[config.mk]
export PLATFORM = sky130hd
export DESIGN_NAME = mem_arbiter
export DESIGN_NICKNAME = d
export VERILOG_FILES = /design/src/rtl/mem_arbiter.sv
export SDC_FILE = /design/constraint.sdc
export NUM_CORES = 1
export LEC_CHECK = 0
export BUFFER_PORTS_ARGS = -buffer_cell sky130_fd_sc_hd__buf_2
export CORE_MARGIN = 10
export CORE_UTILIZATION = 45
export DETAILED_ROUTE_END_ITERATION = 7
export PLACE_DENSITY = 0.81
export SYNTH_ARGS = -nofsm -noshare
export SYNTH_HDL_FRONTEND = slang
export SYNTH_SLANG_ARGS = --single-unit
[constraint.sdc]
create_clock -name clk -period 2.1 [get_ports clk]
set_input_delay 0.315 -clock clk [delete_from_list [all_inputs] [get_ports clk]]
set_output_delay 0.315 -clock clk [all_outputs]
set_load 0.005 [all_outputs]
[src/rtl/mem_arbiter.sv]
// mem_arbiter: two-port arbiter in front of a single-port, combinational-read memory.
// Round-robin on ties by default; define MEM_ARB_FIXED_PRIO_EN to give port 0 fixed priority.
module mem_arbiter #(
    parameter int ADDR_BITS = 10
) (
    input  logic        clk,
    input  logic        rst,
    input  logic        p0_req,
    input  logic        p1_req,
    input  logic        p0_we,
    input  logic        p1_we,
    input  logic [31:0] p0_addr,
    input  logic [31:0] p1_addr,
    input  logic [31:0] p0_wdata,
    input  logic [31:0] p1_wdata,
    output logic        p0_ack,
    output logic        p1_ack,
    output logic        p0_err,
    output logic        p1_err,
    output logic [31:0] p0_rdata,
    output logic [31:0] p1_rdata,
    output logic        m_we,
    output logic [31:0] m_raddr,
    output logic [31:0] m_waddr,
    output logic [31:0] m_wdata,
    input  logic [31:0] m_rdata
);
    typedef enum logic [1:0] {IDLE, ACCESS, RESP} state_t;
    state_t state, state_nxt;
    logic win, l_we, gnt, in_range, start;
    logic [31:0] l_addr, l_wdata, rd;
    assign start = state == IDLE && (p0_req || p1_req);
    assign in_range = (l_addr >> ADDR_BITS) == 32'd0;
    assign rd = (in_range && !l_we) ? m_rdata : 32'd0;
`ifdef MEM_ARB_FIXED_PRIO_EN
    assign gnt = p1_req && !p0_req;
`else
    logic last;
    // last holds the most recently granted port; the other one wins a tie
    assign gnt = (p0_req && p1_req) ? !last : p1_req;
    always_ff @(posedge clk)
        if (rst) last <= 1'b1;
        else if (start) last <= gnt;
`endif
    always_ff @(posedge clk)
        state <= rst ? IDLE : state_nxt;
    always_comb
        state_nxt = state == IDLE ? (start ? ACCESS : IDLE) : state == ACCESS ? RESP : IDLE;
    always_ff @(posedge clk) begin
        if (rst) begin
            win      <= 1'b0;
            l_we     <= 1'b0;
            l_addr   <= '0;
            l_wdata  <= '0;
            p0_rdata <= '0;
            p1_rdata <= '0;
        end else begin
            if (start) begin
                win     <= gnt;
                l_we    <= gnt ? p1_we : p0_we;
                l_addr  <= gnt ? p1_addr : p0_addr;
                l_wdata <= gnt ? p1_wdata : p0_wdata;
            end
            if (state == ACCESS) begin
                if (win) p1_rdata <= rd;
                else p0_rdata <= rd;
            end
        end
    end
    // rst gates the strobes so an aborted transaction neither writes nor acks on the reset edge
    always_comb begin
        m_we   = state == ACCESS && l_we && in_range && !rst;
        p0_ack = state == RESP && !win && !rst;
        p1_ack = state == RESP && win && !rst;
        p0_err = p0_ack && !in_range;
        p1_err = p1_ack && !in_range;
    end
    assign m_raddr = l_addr;
    assign m_waddr = l_addr;
    assign m_wdata = l_wdata;
endmodule

== Yosys cells after proc, flatten, opt, wreduce, memory -nomap -nowiden ==
Index checks and enable logic that the tools add are counted.

* Register bits after elaboration: 133
* Output and inout port bits: 165

* Equal/unequal tests: 2
* Muxes and demuxes: 8
* Bitwise logic cells: 1
* Reduce and logical (&&, ||, !) cells: 22

{| class="wikitable"
|+ Operators by type and width
! operator !! number
|-
| 2-to-1 mux 32 bit || 3
|-
| logical NOT 32 bit || 1
|-
| logical AND 1 bit || 12
|-
| logical NOT 1 bit || 5
|-
| 2-to-1 mux 2 bit || 2
|-
| AND reduction 2 bit || 2
|-
| 2-to-1 mux 1 bit || 3
|-
| equality test 2 x 1 -> 1 bit, second input constant || 1
|-
| equality test 2 bit, second input constant || 1
|-
| logical NOT 2 bit || 1
|-
| logical OR 1 bit || 1
|-
| inverter 1 bit || 1
|}

== Logic depth before layout (Yosys ltp) ==
Gate-level depths: netlist of run 1.

* Depth after elaboration: 4
* Gate-level depth with buffers: 7

== Worst setup path after synthesis of run 1 ==
Ideal clock, no wire load.

* Kind: register -> output
* Start point: reg l_addr[16], in the netlist m_raddr[16]
* End point: out p0_err
* Arrival time: 1.421 ns
* Slack: 0.364 ns
* Cell stages (with the launch flop): 6
* Path buffers: 2
* Cell sequence: dfxtp_1 -> or4_1 -> nor3_2 -> buf_4 -> buf_6 -> a21boi_0

* Longest elaborated chain between the ends: 3

{| class="wikitable"
|+ Ends and longest elaborated chain
! element !! line !! text
|-
| start: declaration || 31 || <nowiki>logic [31:0] l_addr, l_wdata, rd;</nowiki>
|-
| start signal: assignment || 61 || <nowiki>l_addr <= gnt ? p1_addr : p0_addr;</nowiki>
|-
| logical NOT 32 bit || 33 || <nowiki>assign in_range = (l_addr >> ADDR_BITS) == 32'd0;</nowiki>
|-
| logical NOT 1 bit || 75 || <nowiki>p0_err = p0_ack && !in_range;</nowiki>
|-
| logical AND 1 bit || 75 ||
|-
| end: declaration || 18 || <nowiki>output logic p0_err,</nowiki>
|}

No other way between the ends.

== Worst setup path in the final report of run 1 ==
* Start point: reg l_addr[16], in the netlist m_raddr[16]
* End point: out m_we

* Longest elaborated chain between the ends: 3

{| class="wikitable"
|+ Ends and longest elaborated chain
! element !! line !! text
|-
| logical NOT 32 bit || 33 ||
|-
| logical AND 1 bit (2 in series) || 72 || <nowiki>m_we = state == ACCESS && l_we && in_range && !rst;</nowiki>
|-
| end: declaration || 22 || <nowiki>output logic m_we,</nowiki>
|}

No other way between the ends.

==> summary.md, run 1 <==
| Metric | Value |
|---|---|
| Status | finished with violations |
| Violated checks | setup timing |
| Via count | roughly 6000 |
| Max-slew violations | 0 |
| Post-Syn Area | between 0.005 and 0.006 sq mm |
| Root buffer cell | clkbuf_16 |
| WL final | 21900 um |
| Total CTS buffers | 17 |
| Grt total ovfl | 0 |
| Setup tns final | -0.287 ns |
| Hold Buf Count CTS | 0 |
| Starting Density | 0.464 |
| Critical path startpoint | m_raddr[16] |
| First-pass GRT wire length | 33200 um |
| Vias in the first global route | approximately 6100 |
| Multi-input gate area | 0.00277 sq mm |
| I/O Buffers | 330 |
| Largest net degree at the start of global routing | ~130 |
| Crit end category | output port |
| Total track usage | 0.229 |
| Crit share post-route | 1.07 |
| Core area | 0.0128 sq mm |
| Clk slew on worst S/H paths | ~0.05 ns |
| Fin nets | roughly 1100 |
| Longest Clk Path Bufs | 2 |
| Startpoint types | flop |
| Synth warnings | 0 |
| Worst Hold Launch | rst |
| Endpoints failing setup | 3 |
| Seq/Total Area, Yosys | 0.449 |
| Avg Vias per Cell | 5.29 |
| FMAX | 446 MHz |
| Clock net sink count | 133 |
| Die H | 135 um |
| Critical path fanouts, max | 4 |
| Die area | 0.0182 sq mm |
| RSZ-0062 raised after global routing | yes |
| Final setup margin | -0.143 ns |
| Final Skew | between 0.004 and 0.005 ns |
| Clock latency at the later pin of the worst-skew pair | around 0.42 ns |
| WHS | around 0.13 ns |
| Max_slew headroom | 0.591 |
| CP required | 1.78 ns |
| I/O pin count | roughly 330 |
| Worst r2r src | m_raddr[16] |
| Peak supply drop | approximately 550 uV |
| Number of routed nets with antenna violations | 0 |
| Final hold violations | 0 |
| Reg area | roughly 0.0027 sq mm |
| Leakage power | 0.00390 uW |
| Post-Syn Nets | 845 |
| Die X | 135 um |
| DR WL/cell | around 19 um |
| Critical path class | reg2out |
| PD cells | ~850 mW/mm^2 |
| CTS tree | yes |
| Max cap viols | 0 |
| Initial DRC count | 522 |
| Detailed Place HPWL | approximately 16000 um |
| Slew @ Worst Pin | between 0.6 and 0.7 ns |
| Fraction of layout cells with a size suffix above 1 | 0.420 |
| Synthesized area per cell | just under 9 sq um |
| Placer Congestion | ~0.86 |
| Initial antenna violation count | 3 |
| Synthesized flop and latch total | approximately 130 |
| Num rows | approximately 40 |
| Critical path arrival | 1.93 ns |
| Cells after synthesis | about 680 |
| Drc violations | 0 |
| Fillers | about 1000 |
| Synth cell types | 24 |
| Drt first pass iters | 5 |
| HP Class | in2reg |
| H-tree lvl count | 4 |
| Tmin final | roughly 2.2 ns |
| Area added between synthesis and finish | 40.0% |
## placed cells by master (no fill, tap or decap), types with 32 or more instances in the layout
cell type / synthesis / layout
buf_2: 14 / 329
dfxtp_1: 133 / 131
a211oi_1: 65 / 65
nor2b_1: 32 / 32
nor2_1: 70 / 68
a21oi_1: 65 / 65
nand4_1: 64 / 64
mux2i_1: 66 / 66
nand2_1: 64 / 64
buf_4: 35 / 40
## path summary, 6_finish.rpt
kind,end,slack (ns),cells past startpoint
worst min-delay path,state[0],0.13,2
worst min register to register,p1_rdata[13],0.45,2
worst max register to register,p0_rdata[2],0.10,6
worst max-delay path,m_we,-0.14,4
## power breakdown
part           internal, uW  switching, uW
Sequential             2680            126
Clock                  1920           1020
Combinational           591            721
## layout make-up
class,instances,area share
clock buffers,27,0.0630
diodes,2,0.000603
clock inverters,3,0.00783
well taps,172,0.0259
repair buffers,375,0.248
multi-input cells,445,0.333
flip-flops and latches,133,0.321
inverters,2,0.000904
## worst max-delay path, cell delays in order, from the launching register on
cell and delay, ns:
dfxtp_2 0.31, or4_4 0.54, nor3_4 0.26, and4_1 0.27
buf_2 0.13
## registers in the layout, summed over array words and instances, names as in the netlist
register  flops
m_wdata      32
p0_rdata     32
state         2
win           1
p1_rdata     32
m_raddr      32
l_we          1
last          1
## cell usage after synthesis
master	number	share of area
dfxtp_1	133	0.45
nor2_1	70	0.044
mux2i_1	66	0.11
a211oi_1	65	0.082
a21oi_1	65	0.055
nand2_1	64	0.041
nand4_1	64	0.068
clkbuf_1	40	0.025
buf_4	35	0.044
nor2b_1	32	0.034
buf_2	14	0.012
buf_1	7	0.0044
nor4_1	5	0.0053
buf_6	3	0.0057
a21boi_0	2	0.0025
and4_1	2	0.0030
inv_1	2	0.0013
nand2b_1	2	0.0021
nor3_2	2	0.0034
nor4b_1	2	0.0030
a21boi_1	1	0.0013
o21ai_0	1	0.00084
or2_2	1	0.0011
or4_1	1	0.0013
## metal layers
metal	track usage	up-vias	share of wire
met3	0.108	39	0.11
li1	-	2980	-
met5	0	-	0.00059
met4	0.0738	2	0.015
met1	0.246	2806	0.37
met2	0.388	299	0.50
## per-stage QoR
stage	utilization	total power [uW]	cells	instance area, sq um	setup WS, ns
floorplan	-	3590	679	5930	0.364
global placement	0.597	4100	1118	7620	0.198
detailed placement	0.597	4120	1118	7620	0.160
CTS	0.645	7090	1151	8240	-0.219
global route	0.650	7370	1158	8300	-0.188
finish	0.650	7070	1159	8310	-0.143
## cell families (layout without fill, tap and decap cells)
kind of cell,count (synthesis),count (layout),synth area share
multiplexers,66,66,0.111
buffers and inverters,101,407,0.0928
AO/OA/AOI/OAI,134,134,0.142
flip-flops,133,133,0.449
other,0,2,0
AND/OR/NAND/NOR,245,245,0.205
## timing repair
action | 4_1_cts | 5_1_grt
resized for setup | 6 | 4
setup endpoints to repair | 3 | 26
setup buffers | 3 | 6
pin swaps | 3 | 4
Note: power is estimated with default switching activity, not from simulation.
==> inputs of run 2 (changes only) <==
- PLACE_DENSITY: 0.81 -> 0.92
- SLEW_MARGIN: unset -> 20
- clock period: 2.1 -> 2.8 ns (I/O delays scaled with it)
==> summary.md, run 2 (same netlist as run 1, synthesis figures left out) <==
| Metric | Value |
|---|---|
| Max_slew headroom | 0.289 (-0.302) |
| Final instance area | 0.00802 sq mm (-3.5%) |
| Core area | 0.0128 sq mm (unchanged) |
| Drc violations | 0 (unchanged) |
| Initial antenna violation count | 3 (unchanged) |
| Total track usage | 0.227 (-0.00189) |
| Num rows | 41 (unchanged) |
| Peak supply drop | 452 uV (-17%) |
| Max cap viols | 0 (unchanged) |
| Avg Vias per Cell | 5.43 (+2.7%) |
| Placer Congestion | 0.890 (+3.6%) |
| FF-to-FF End | p1_rdata[5] |
| Multi-input gate area | 0.00275 sq mm (-0.68%) |
| Final hold violations | 0 (unchanged) |
| Leakage power | 0.00372 uW (-4.6%) |
| Commonest non-fill, non-tap cell in the layout | buf_2 |
| I/O Buffers | 330 (unchanged) |
| Fraction of layout cells with a size suffix above 1 | 0.396 (-0.0247) |
| Critical path arrival | 2.14 ns (+0.21 ns) |
| Grt total ovfl | 0 (unchanged) |
| Depth of the worst hold-timing path | 3 (+1) |
| Tmin final | between 2 and 3 ns |
| Area added between synthesis and finish | 35.2% |
| Startpoint types | flop |
| CP required | 2.38 ns (+0.60 ns) |
| Largest net degree at the start of global routing | 134 (+1.5%) |
| Drt first pass iters | 5 (unchanged) |
| Worst Hold Launch | p0_wdata[24] |
| Total CTS buffers | 17 (unchanged) |
| Root buffer cell | clkbuf_16 |
| Longest Clk Path Bufs | 2 (unchanged) |
| Die X | 135 um (unchanged) |
| First-pass GRT wire length | 33300 um (+0.35%) |
| Setup tns final | 0 ns (+0.287 ns) |
| Reg area | 0.00266 sq mm (about the same) |
| Commonest cells after routing, fill and taps aside | buf_2, dfxtp_1, nor2_1 |
| Fin nets | 1106 (-3.0%) |
| DR WL/cell | 19.1 um (+1.1%) |
| Clock latency at the later pin of the worst-skew pair | 0.41 ns (about the same) |
| Vias in the first global route | 6303 (+3.2%) |
| Status | finished clean |
| Number of routed nets with antenna violations | 0 (unchanged) |
| Worst min-delay path endpoint | m_wdata[24] |
| Via count | 6123 (-0.049%) |
| Die H | 135 um (unchanged) |
| Hold Buf Count CTS | 0 (unchanged) |
| Area after DPL | 0.00738 sq mm (-3.1%) |
| Final Skew | 0.00911 ns (+0.00436 ns) |
| WL final | 21600 um (-1.6%) |
| Clock net sink count | 133 (unchanged) |
| CTS tree | yes |
| Die area | 0.0182 sq mm (unchanged) |
| FMAX | a little under 400 MHz |
| Max-slew violations | 0 (unchanged) |
| Initial DRC count | 419 (-20%) |
| Reg2reg path depth | 5 (-1) |
| Post-CTS sizing | 0 (-6) |
| PD cells | 668 mW/mm^2 (-22%) |
| # Post-CTS Setup Buffers | 0 (-3) |
| Endpoints failing setup | 0 (-3) |
| Worst r2r src | m_raddr[31] |
| Fillers | 1034 (-0.86%) |
| Crit end category | output port |
| HP Class | in2reg |
| Reg2reg setup slack | 0.53 ns (+0.43 ns) |
| Starting Density | 0.464 (unchanged) |
| Clk slew on worst S/H paths | 0.05 ns (about the same) |
| RSZ-0062 raised after global routing | no |
| Critical path fanouts, max | 16 (+12) |
| Slew @ Worst Pin | 1.07 ns (+0.454 ns) |
| Critical path class | reg2out |
| Crit share post-route | 0.915 |
| Detailed Place HPWL | 16000 um (-2.4%) |
| H-tree lvl count | 4 (unchanged) |
| I/O pin count | 331 (unchanged) |
run 2: cell types whose count changed in the layout (fill, tap and decap cells not counted), moves of 3 or more:
cell / delta
buf_4: -29
buf_12: -4
clkinv_2: +3
clkbuf_8: -3
run 2: report_power, final:
part           switching [uW]  internal, uW  total, uW
logic                     516           377        893
registers                99.5          2010       2110
clock network             793          1560       2350
run 2: metal layers:
| metal | wire [um] | part of all wire | track usage | up-vias |
|---|---|---|---|---|
| met5 | 7 | 0.00032 | 0 | - |
| met3 | 2500 | 0.12 | 0.108 | 42 |
| met4 | 553 | 0.026 | 0.0907 | 2 |
| met2 | 10300 | 0.48 | 0.368 | 360 |
| li1 | - | - | - | 2919 |
| met1 | 8240 | 0.38 | 0.251 | 2800 |
run 2: critical path: stages, from the launching register on:
cell     delay [ns]
dfxtp_1        0.33
nor4_1         0.43
and4_2         0.53
and4_1         0.31
buf_2          0.14
run 2: through the flow:
| stage | total power [uW] | util | hold WS (ns) | instances | setup WS [ns] |
|---|---|---|---|---|---|
| 2_1_floorplan | 2690 | - | 0.445 | 679 | 0.959 |
| 3_3_place_gp | 3010 | 0.578 | 0.435 | 1093 | 0.697 |
| 3_5_place_dp | 3040 | 0.578 | 0.440 | 1093 | 0.602 |
| 4_1_cts | 5390 | 0.627 | 0.329 | 1125 | 0.255 |
| 5_1_grt | 5580 | 0.627 | 0.349 | 1127 | 0.189 |
| 6_report | 5350 | 0.628 | 0.347 | 1128 | 0.238 |
run 2: worst max-delay path by stage:
stage | cells past startpoint | startpoint | to
3_3_place_gp | 5 | m_raddr[31] | p1_rdata[0]
5_1_grt | 4 | m_raddr[31] | m_we
4_1_cts | 4 | m_raddr[31] | m_we
3_5_place_dp | 5 | m_raddr[31] | p0_rdata[10]
2_1_floorplan | 5 | m_raddr[16] | p0_err
6_report | 4 | m_raddr[31] | m_we
run 2: cell type report:
cell class,count,share of cell area
clock inverter,9,0.0186
antenna,3,0.000936
sequential,133,0.332
inverter,2,0.000936
multi-input combinational,445,0.343
clock buffer,23,0.0596
tap,172,0.0268
timing repair buffer,341,0.218
